===== src/rtl/div_unit.sv =====
// Iterative radix-2 restoring divider for RV32M DIV/DIVU/REM/REMU; holds EX via stall until done.
// Optional macro DIV_EARLY_OUT_EN: divide-by-zero and signed overflow finish one cycle after start.
`ifndef ALU_SEL_W
`define ALU_SEL_W 5
`endif
`ifndef ALU_ADD
`define ALU_ADD  5'd0
`endif
`ifndef ALU_DIV
`define ALU_DIV  5'd16
`endif
`ifndef ALU_DIVU
`define ALU_DIVU 5'd17
`endif
`ifndef ALU_REM
`define ALU_REM  5'd18
`endif
`ifndef ALU_REMU
`define ALU_REMU 5'd19
`endif

module div_unit #(
   parameter int XLEN  = 32,
   parameter int CNT_W = $clog2(XLEN) + 1
) (
   input  logic                  clk,
   input  logic                  rst_n,
   input  logic                  start,
   input  logic [`ALU_SEL_W-1:0] alu_ctl,
   input  logic [XLEN-1:0]       src_a,
   input  logic [XLEN-1:0]       src_b,
   input  logic                  flush,
   output logic                  stall,
   output logic                  busy,
   output logic                  done,
   output logic [XLEN-1:0]       result
);

   localparam logic [1:0] S_IDLE = 2'd0;
   localparam logic [1:0] S_CALC = 2'd1;
   localparam logic [1:0] S_DONE = 2'd2;

   logic [1:0]       state_q, state_d;
   logic [CNT_W-1:0] cnt_q, cnt_d;
   logic [XLEN-1:0]  rem_q, rem_d;
   logic [XLEN-1:0]  quo_q, quo_d;
   logic [XLEN-1:0]  dvs_q, dvs_d;
   logic [XLEN-1:0]  res_q, res_d;
   logic             is_rem_q, is_rem_d;
   logic             neg_quo_q, neg_quo_d;
   logic             neg_rem_q, neg_rem_d;
   logic             divz_q, divz_d;

   logic            is_div_op, is_signed, is_rem_op;
   logic            a_neg, b_neg, accept;
   logic [XLEN-1:0] mag_a, mag_b;
   logic [XLEN:0]   rem_sh;
   logic            ge;
   logic [XLEN-1:0] rem_step, quo_step;

   // Sign/special-case fix-up; divide-by-zero remainder falls out naturally as |a| with a's sign.
   function automatic logic [XLEN-1:0] fixup(input logic            is_rem,
                                             input logic            neg_quo,
                                             input logic            neg_rem,
                                             input logic            divz,
                                             input logic [XLEN-1:0] q,
                                             input logic [XLEN-1:0] r);
      logic [XLEN-1:0] v;
      if (is_rem)    v = neg_rem ? -r : r;
      else if (divz) v = '1;
      else           v = neg_quo ? -q : q;
      return v;
   endfunction

   always_comb begin
      is_div_op = (alu_ctl == `ALU_DIV) || (alu_ctl == `ALU_DIVU) ||
                  (alu_ctl == `ALU_REM) || (alu_ctl == `ALU_REMU);
      is_signed = (alu_ctl == `ALU_DIV) || (alu_ctl == `ALU_REM);
      is_rem_op = (alu_ctl == `ALU_REM) || (alu_ctl == `ALU_REMU);
      a_neg     = is_signed & src_a[XLEN-1];
      b_neg     = is_signed & src_b[XLEN-1];
      mag_a     = a_neg ? -src_a : src_a;
      mag_b     = b_neg ? -src_b : src_b;
      accept    = (state_q == S_IDLE) && start && is_div_op && !flush;
   end

   always_comb begin
      rem_sh   = {rem_q, quo_q[XLEN-1]};
      ge       = (rem_sh >= {1'b0, dvs_q});
      quo_step = {quo_q[XLEN-2:0], ge};
      rem_step = ge ? (rem_sh[XLEN-1:0] - dvs_q) : rem_sh[XLEN-1:0];
   end

   always_comb begin
      state_d   = state_q;
      cnt_d     = cnt_q;
      rem_d     = rem_q;
      quo_d     = quo_q;
      dvs_d     = dvs_q;
      res_d     = res_q;
      is_rem_d  = is_rem_q;
      neg_quo_d = neg_quo_q;
      neg_rem_d = neg_rem_q;
      divz_d    = divz_q;
      case (state_q)
         S_IDLE: begin
            if (accept) begin
               is_rem_d  = is_rem_op;
               neg_quo_d = a_neg ^ b_neg;
               neg_rem_d = a_neg;
               divz_d    = (src_b == '0);
               dvs_d     = mag_b;
               quo_d     = mag_a;
               rem_d     = '0;
               cnt_d     = '0;
               state_d   = S_CALC;
`ifdef DIV_EARLY_OUT_EN
               if ((src_b == '0) ||
                   (is_signed && (src_a == {1'b1, {(XLEN-1){1'b0}}}) && (src_b == '1))) begin
                  state_d = S_DONE;
                  res_d   = fixup(is_rem_op, a_neg ^ b_neg, a_neg, src_b == '0,
                                  (src_b == '0) ? '0 : {1'b1, {(XLEN-1){1'b0}}},
                                  (src_b == '0) ? mag_a : '0);
               end
`endif
            end
         end
         S_CALC: begin
            if (flush) begin
               state_d = S_IDLE;
            end else begin
               rem_d = rem_step;
               quo_d = quo_step;
               cnt_d = cnt_q + CNT_W'(1);
               if (cnt_q == CNT_W'(XLEN-1)) begin
                  state_d = S_DONE;
                  res_d   = fixup(is_rem_q, neg_quo_q, neg_rem_q, divz_q, quo_step, rem_step);
               end
            end
         end
         S_DONE:  state_d = S_IDLE;
         default: state_d = S_IDLE;
      endcase
   end

   always_ff @(posedge clk or negedge rst_n) begin
      if (!rst_n) begin
         state_q   <= S_IDLE;
         cnt_q     <= '0;
         rem_q     <= '0;
         quo_q     <= '0;
         dvs_q     <= '0;
         res_q     <= '0;
         is_rem_q  <= 1'b0;
         neg_quo_q <= 1'b0;
         neg_rem_q <= 1'b0;
         divz_q    <= 1'b0;
      end else begin
         state_q   <= state_d;
         cnt_q     <= cnt_d;
         rem_q     <= rem_d;
         quo_q     <= quo_d;
         dvs_q     <= dvs_d;
         res_q     <= res_d;
         is_rem_q  <= is_rem_d;
         neg_quo_q <= neg_quo_d;
         neg_rem_q <= neg_rem_d;
         divz_q    <= divz_d;
      end
   end

   assign stall  = accept || (state_q == S_CALC);
   assign busy   = (state_q == S_CALC);
   assign done   = (state_q == S_DONE);
   assign result = res_q;

endmodule


===== config.mk =====
export PLATFORM = sky130hd
export DESIGN_NAME = div_unit
export DESIGN_NICKNAME = d
export VERILOG_FILES = /design/src/rtl/div_unit.sv
export SDC_FILE = /design/constraint.sdc
export NUM_CORES = 1
export LEC_CHECK = 0
export CAP_MARGIN = 20
export CORE_ASPECT_RATIO = 1.2
export CORE_UTILIZATION = 53
export DETAILED_ROUTE_END_ITERATION = 6
export PLACE_DENSITY = 0.78
export SLEW_MARGIN = 40
export SYNTH_ARGS = -nofsm -noshare
export SYNTH_HDL_FRONTEND = slang
export SYNTH_SLANG_ARGS = --single-unit

===== constraint.sdc =====
create_clock -name clk -period 4.4 [get_ports clk]
set_clock_uncertainty 0.1 [all_clocks]
set_input_delay 0.88 -clock clk [delete_from_list [all_inputs] [get_ports clk]]
set_output_delay 0.88 -clock clk [all_outputs]
set_load 0.02 [all_outputs]

==> results of run 1 <==
[cells in the final DEF, fill, tap and decap left out, drive strengths merged, types with 9 or more instances in the layout]
cell type | netlist | routed
inv | 52 | 60
nand2 | 182 | 182
o31ai | 25 | 25
buf | 31 | 80
ha | 37 | 37
clkbuf | 56 | 17
or2 | 10 | 10
nor2 | 100 | 100
a31oi | 25 | 25
a221oi | 22 | 22
nor4 | 16 | 16
o41ai | 15 | 15
dfrtp | 140 | 140
a21o | 31 | 31
o211ai | 9 | 9
or4 | 18 | 18
nand4 | 17 | 17
o21ai | 170 | 170
clkdlybuf4s50 | 0 | 106
xnor2 | 68 | 68
or3 | 18 | 18
mux2i | 21 | 21
nand3 | 62 | 62
xor2 | 69 | 69
nor3 | 30 | 30
a21oi | 89 | 89
a211oi | 12 | 12
[cells by family after synthesis]
family	count (synthesis)
AOI/OAI and AO/OA	452
xor gates and xnor gates	137
adders and majority gates	38
buffers and inverters	140
DFF	140
muxes	25
and+or+nand+nor	494
[stage by stage]
step | TNS [ns] | cells | power [mW] | utilization
after floorplan | 0 | 1426 | 2.949 | -
after detailed placement | 0 | 1791 | 3.682 | 0.6199
final | 0 | 1826 | 5.234 | 0.6540
after global placement | 0 | 1791 | 3.660 | 0.6194
after global routing | -0.04846 | 1826 | 5.495 | 0.6540
after CTS | 0 | 1822 | 5.134 | 0.6472
[worst paths after layout]
check	end	slack, ns
worst max-delay path	result[16]$_DFFE_PN0P_	0.14
worst min-delay path	rem_q[17]$_DFFE_PN0P_	0.30
worst max register to register	result[16]$_DFFE_PN0P_	0.14
worst min register to register	result[13]$_DFFE_PN0P_	0.38
max in group asynchronous	neg_quo_q$_DFFE_PN0P_	3.00
min in group clk	result[13]$_DFFE_PN0P_	0.38
[power groups by stage]
stage	Clock, mW	Combinational [mW]	Sequential (mW)
final	1.45	2.10	1.69
after global placement	0	1.97	1.69
after detailed placement	0	1.98	1.70
after global routing	1.51	2.28	1.71
after floorplan	0	1.33	1.62
after CTS	1.45	2.00	1.68
[synth_stat cells, types with 15 or more instances]
library cell / instances / area, um^2
xor2_1: 69 / 604.3
dfrtp_1: 140 / 3503
or3_1: 17 / 106.4
a21o_1: 31 / 232.7
ha_1: 37 / 462.9
nand3_1: 62 / 310.3
a31oi_1: 22 / 137.6
nor2_1: 100 / 375.4
o31ai_1: 23 / 172.7
o21ai_0: 155 / 775.7
xnor2_1: 68 / 595.6
nor3_1: 28 / 140.1
mux2i_1: 18 / 180.2
buf_2: 20 / 100.1
nand2_1: 182 / 683.2
a21oi_1: 86 / 430.4
nand4_1: 17 / 106.4
or4_1: 16 / 120.1
clkbuf_1: 55 / 206.5
inv_1: 50 / 187.7
nor4_1: 15 / 93.84
a221oi_1: 21 / 183.9
[routing by layer]
metal | vias to the layer above | GRT usage | share of wire | routed length [um]
met5 | - | 0 | 0 | 0
met1 | 5362 | 0.4101 | 0.38 | 14090
met3 | 152 | 0.05306 | 0.061 | 2233
met2 | 517 | 0.5804 | 0.49 | 17940
li1 | 5414 | - | - | -
met4 | 0 | 0.2365 | 0.071 | 2617
[sequential cells by signal, indices dropped and copies added, names as in the netlist]
register	cells
neg_quo_q	1
quo_q	32
is_rem_q	1
divz_q	1
result	32
state_q	2
rem_q	32
neg_rem_q	1
cnt_q	6
dvs_q	32
[final cells by class]
type	count	area, um^2	share of cell area
clock buffer	17	425.4	0.03102
multi-input combinational	1146	7406	0.5400
sequential	140	3505	0.2555
clock inverter	14	148.9	0.01086
tap	270	337.8	0.02463
timing repair buffer	186	1694	0.1235
inverter	53	198.9	0.01450
[worst max-delay path, stage by stage (launching register included)]
cell	delay, ns
dfrtp_1	0.44
ha_1	0.33
buf_4	0.17
nand3_1	0.18
o21ba_2	0.24
o211ai_4	0.20
a31oi_2	0.12
or2_4	0.28
inv_2	0.09
mux2i_2	0.23
ha_2	0.24
nor4b_4	0.28
buf_4	0.16
a41o_1	0.21
nand3_1	0.08
nand2_1	0.09
xnor2_1	0.15
a221oi_2	0.36
buf_4	0.17
a21o_1	0.07
[what timing repair did]
action,in CTS,in global routing
setup buffers,0,4
setup endpoints to repair,0,14
resized for setup,0,26
==> metrics.txt, run 1 <==
# TYPE chip_impl_metric gauge
chip_impl_metric{name="cts_buffers",unit=""} 17
chip_impl_metric{name="yosys_warnings",unit=""} 0
chip_impl_metric{name="synth.area.mux_share",unit=""} 0.02430
chip_impl_metric{name="design.core.area",unit="um^2"} 20970
chip_impl_metric{name="cellPowerDensity",unit="nW/um^2"} 381.6
chip_impl_metric{name="die_area",unit="um^2"} 21960
chip_impl_metric{name="seq_power_share",unit=""} 0.322
chip_impl_metric{name="pnr_worst_setup_slack",unit="ns"} 0.1399
chip_impl_info{name="status",value="finished clean"} 1
chip_impl_metric{name="maxCapViolCount",unit=""} 0
chip_impl_metric{name="place_worst_setup_slack",unit="ns"} 0.1398
chip_impl_metric{name="grt_overflow_total",unit=""} 0
chip_impl_metric{name="synth-async-reset-ratio",unit=""} 1.000
chip_impl_metric{name="timing_max_transition_violations_final",unit=""} 0
chip_impl_metric{name="detailed_place_hpwl",unit="um"} 28110
chip_impl_metric{name="timing.final.setup_violations",unit=""} 0
chip_impl_info{name="crit_type",value="register to register"} 1
chip_impl_metric{name="comb_power_share",unit=""} 0.401
chip_impl_metric{name="clk_pin_slew",unit="ns"} 0.07
chip_impl_metric{name="clk_path_buf_depth",unit=""} 2
chip_impl_metric{name="worst_ep_arrival_time",unit="ns"} 4.54
chip_impl_metric{name="antenna_cell_count",unit=""} 0
chip_impl_metric{name="grt_first_pass_wirelength",unit="um"} 58640
chip_impl_metric{name="cts_hold_buf",unit=""} 0
chip_impl_metric{name="syn_inst",unit=""} 1426
chip_impl_info{name="synth_top_family_by_area",value="compound AO/OA/AOI/OAI gates"} 1
chip_impl_metric{name="die_h",unit="um"} 162.1
chip_impl_metric{name="detail-route-antenna-nets",unit=""} 0
chip_impl_metric{name="standard_cell_area_after_detailed_placement",unit="um^2"} 13000
chip_impl_metric{name="totalWireLength",unit="um"} 36880
chip_impl_metric{name="final_area",unit="um^2"} 13720
chip_impl_metric{name="power_frac_clock",unit=""} 0.277
chip_impl_metric{name="number_of_flops_mapped_to_enable_cells_by_yosys",unit=""} 0
chip_impl_metric{name="intPower",unit="mW"} 3.083
chip_impl_metric{name="grt_pass1_vias",unit=""} 11007
chip_impl_metric{name="net-switching-power",unit="mW"} 2.151
chip_impl_metric{name="detail_route.vias_per_cell",unit=""} 6.268
chip_impl_metric{name="grt_use_total",unit=""} 0.3476
chip_impl_metric{name="fillCellCount",unit=""} 1735
chip_impl_metric{name="worst_r2r_path_depth",unit=""} 19
chip_impl_metric{name="synth_nets",unit=""} 1537
chip_impl_metric{name="synth_compound_gate_area_share",unit=""} 0.2581
chip_impl_metric{name="grt_antenna_before_repair",unit=""} 0
chip_impl_info{name="launch_point_of_the_critical_path",value="rem_q[3]$_DFFE_PN0P_"} 1
chip_impl_metric{name="drt_pass1_iterations",unit=""} 6
chip_impl_info{name="tritoncts",value="done"} 1
chip_impl_metric{name="yosys_register_bits",unit=""} 140
chip_impl_info{name="crit_reg_reg_startpoint",value="rem_q[3]$_DFFE_PN0P_"} 1
chip_impl_metric{name="avgRoutedWirePerCell",unit="um"} 20.20
chip_impl_metric{name="finalCritPeriodShare",unit=""} 0.9682
chip_impl_metric{name="io-pin-count",unit=""} 108
chip_impl_metric{name="grt_max_degree",unit=""} 109
chip_impl_metric{name="clock-sinks",unit=""} 140
chip_impl_metric{name="total_leakage_power",unit="nW"} 5.825
chip_impl_metric{name="critPathRequiredTime",unit="ns"} 4.68
chip_impl_metric{name="gp_congestion",unit=""} 0.9935
chip_impl_metric{name="peak_fanout_along_the_critical_path",unit=""} 7
chip_impl_metric{name="synth_simple_gate_area_frac",unit=""} 0.2090
chip_impl_metric{name="max_slew.worst_pin.slew",unit="ns"} 0.8070
chip_impl_metric{name="area_added_between_synthesis_and_finish",unit="%"} 21.10
chip_impl_metric{name="fin_crit",unit="ns"} 4.260
chip_impl_metric{name="post_synth_instance_area",unit="um^2"} 11330
chip_impl_metric{name="vdd_drop_max",unit="mV"} 0.2656
chip_impl_metric{name="netlist-cell-type-count",unit=""} 84
chip_impl_info{name="crit_path_start_kind",value="register"} 1
chip_impl_info{name="yosys_most_used_dff",value="dfrtp_1"} 1
chip_impl_info{name="worst_hold_path_type",value="input pin to asynchronous set/reset pin"} 1
chip_impl_metric{name="mean_instance_size_in_the_synthesized_netlist",unit="um^2"} 7.942
chip_impl_metric{name="route.vias.total",unit=""} 11445
chip_impl_metric{name="hold-worst-slack",unit="ns"} 0.2952
chip_impl_metric{name="initial_core_util",unit=""} 0.5400
chip_impl_metric{name="detail_route.iter0.violations",unit=""} 959
chip_impl_metric{name="ys_seq_area_frac",unit=""} 0.3093
chip_impl_metric{name="floorplan.rows",unit=""} 58
chip_impl_metric{name="htree_num_levels",unit=""} 4
chip_impl_metric{name="finalNetCount",unit=""} 1655
chip_impl_metric{name="chipWidth",unit="um"} 135.4
chip_impl_metric{name="synthAdderAreaFrac",unit=""} 0.04264
chip_impl_metric{name="place.port_buffers",unit=""} 107
chip_impl_info{name="clock_tree.root_cell",value="clkbuf_16"} 1
chip_impl_metric{name="sw_frac_of_total",unit=""} 0.4109
chip_impl_metric{name="finalHoldViolCount",unit=""} 0
chip_impl_info{name="cp-end-kind",value="register"} 1
chip_impl_metric{name="detail_route.drc_violations",unit=""} 0
chip_impl_metric{name="synth_xor_area_frac",unit=""} 0.1059
chip_impl_metric{name="max_freq",unit="MHz"} 234.7
chip_impl_metric{name="clkLatencyLatePin",unit="ns"} 0.44
chip_impl_metric{name="final_layout_size_suffix_gt1_frac",unit=""} 0.1183
chip_impl_metric{name="max-slew-margin-rel",unit=""} 0.4620
Power figures use the tool's default switching activity.
==> inputs of run 2 (changes only) <==
--- a/config.mk
+++ b/config.mk
@@ -5,7 +5,7 @@
 export SDC_FILE = /design/constraint.sdc
 export NUM_CORES = 1
 export LEC_CHECK = 0
-export CAP_MARGIN = 20
+export CAP_MARGIN = 25
 export CORE_ASPECT_RATIO = 1.2
 export CORE_UTILIZATION = 53
 export DETAILED_ROUTE_END_ITERATION = 6
==> results of run 2 <==
The final DEF is identical to that of run 1; final timing and power are the same.
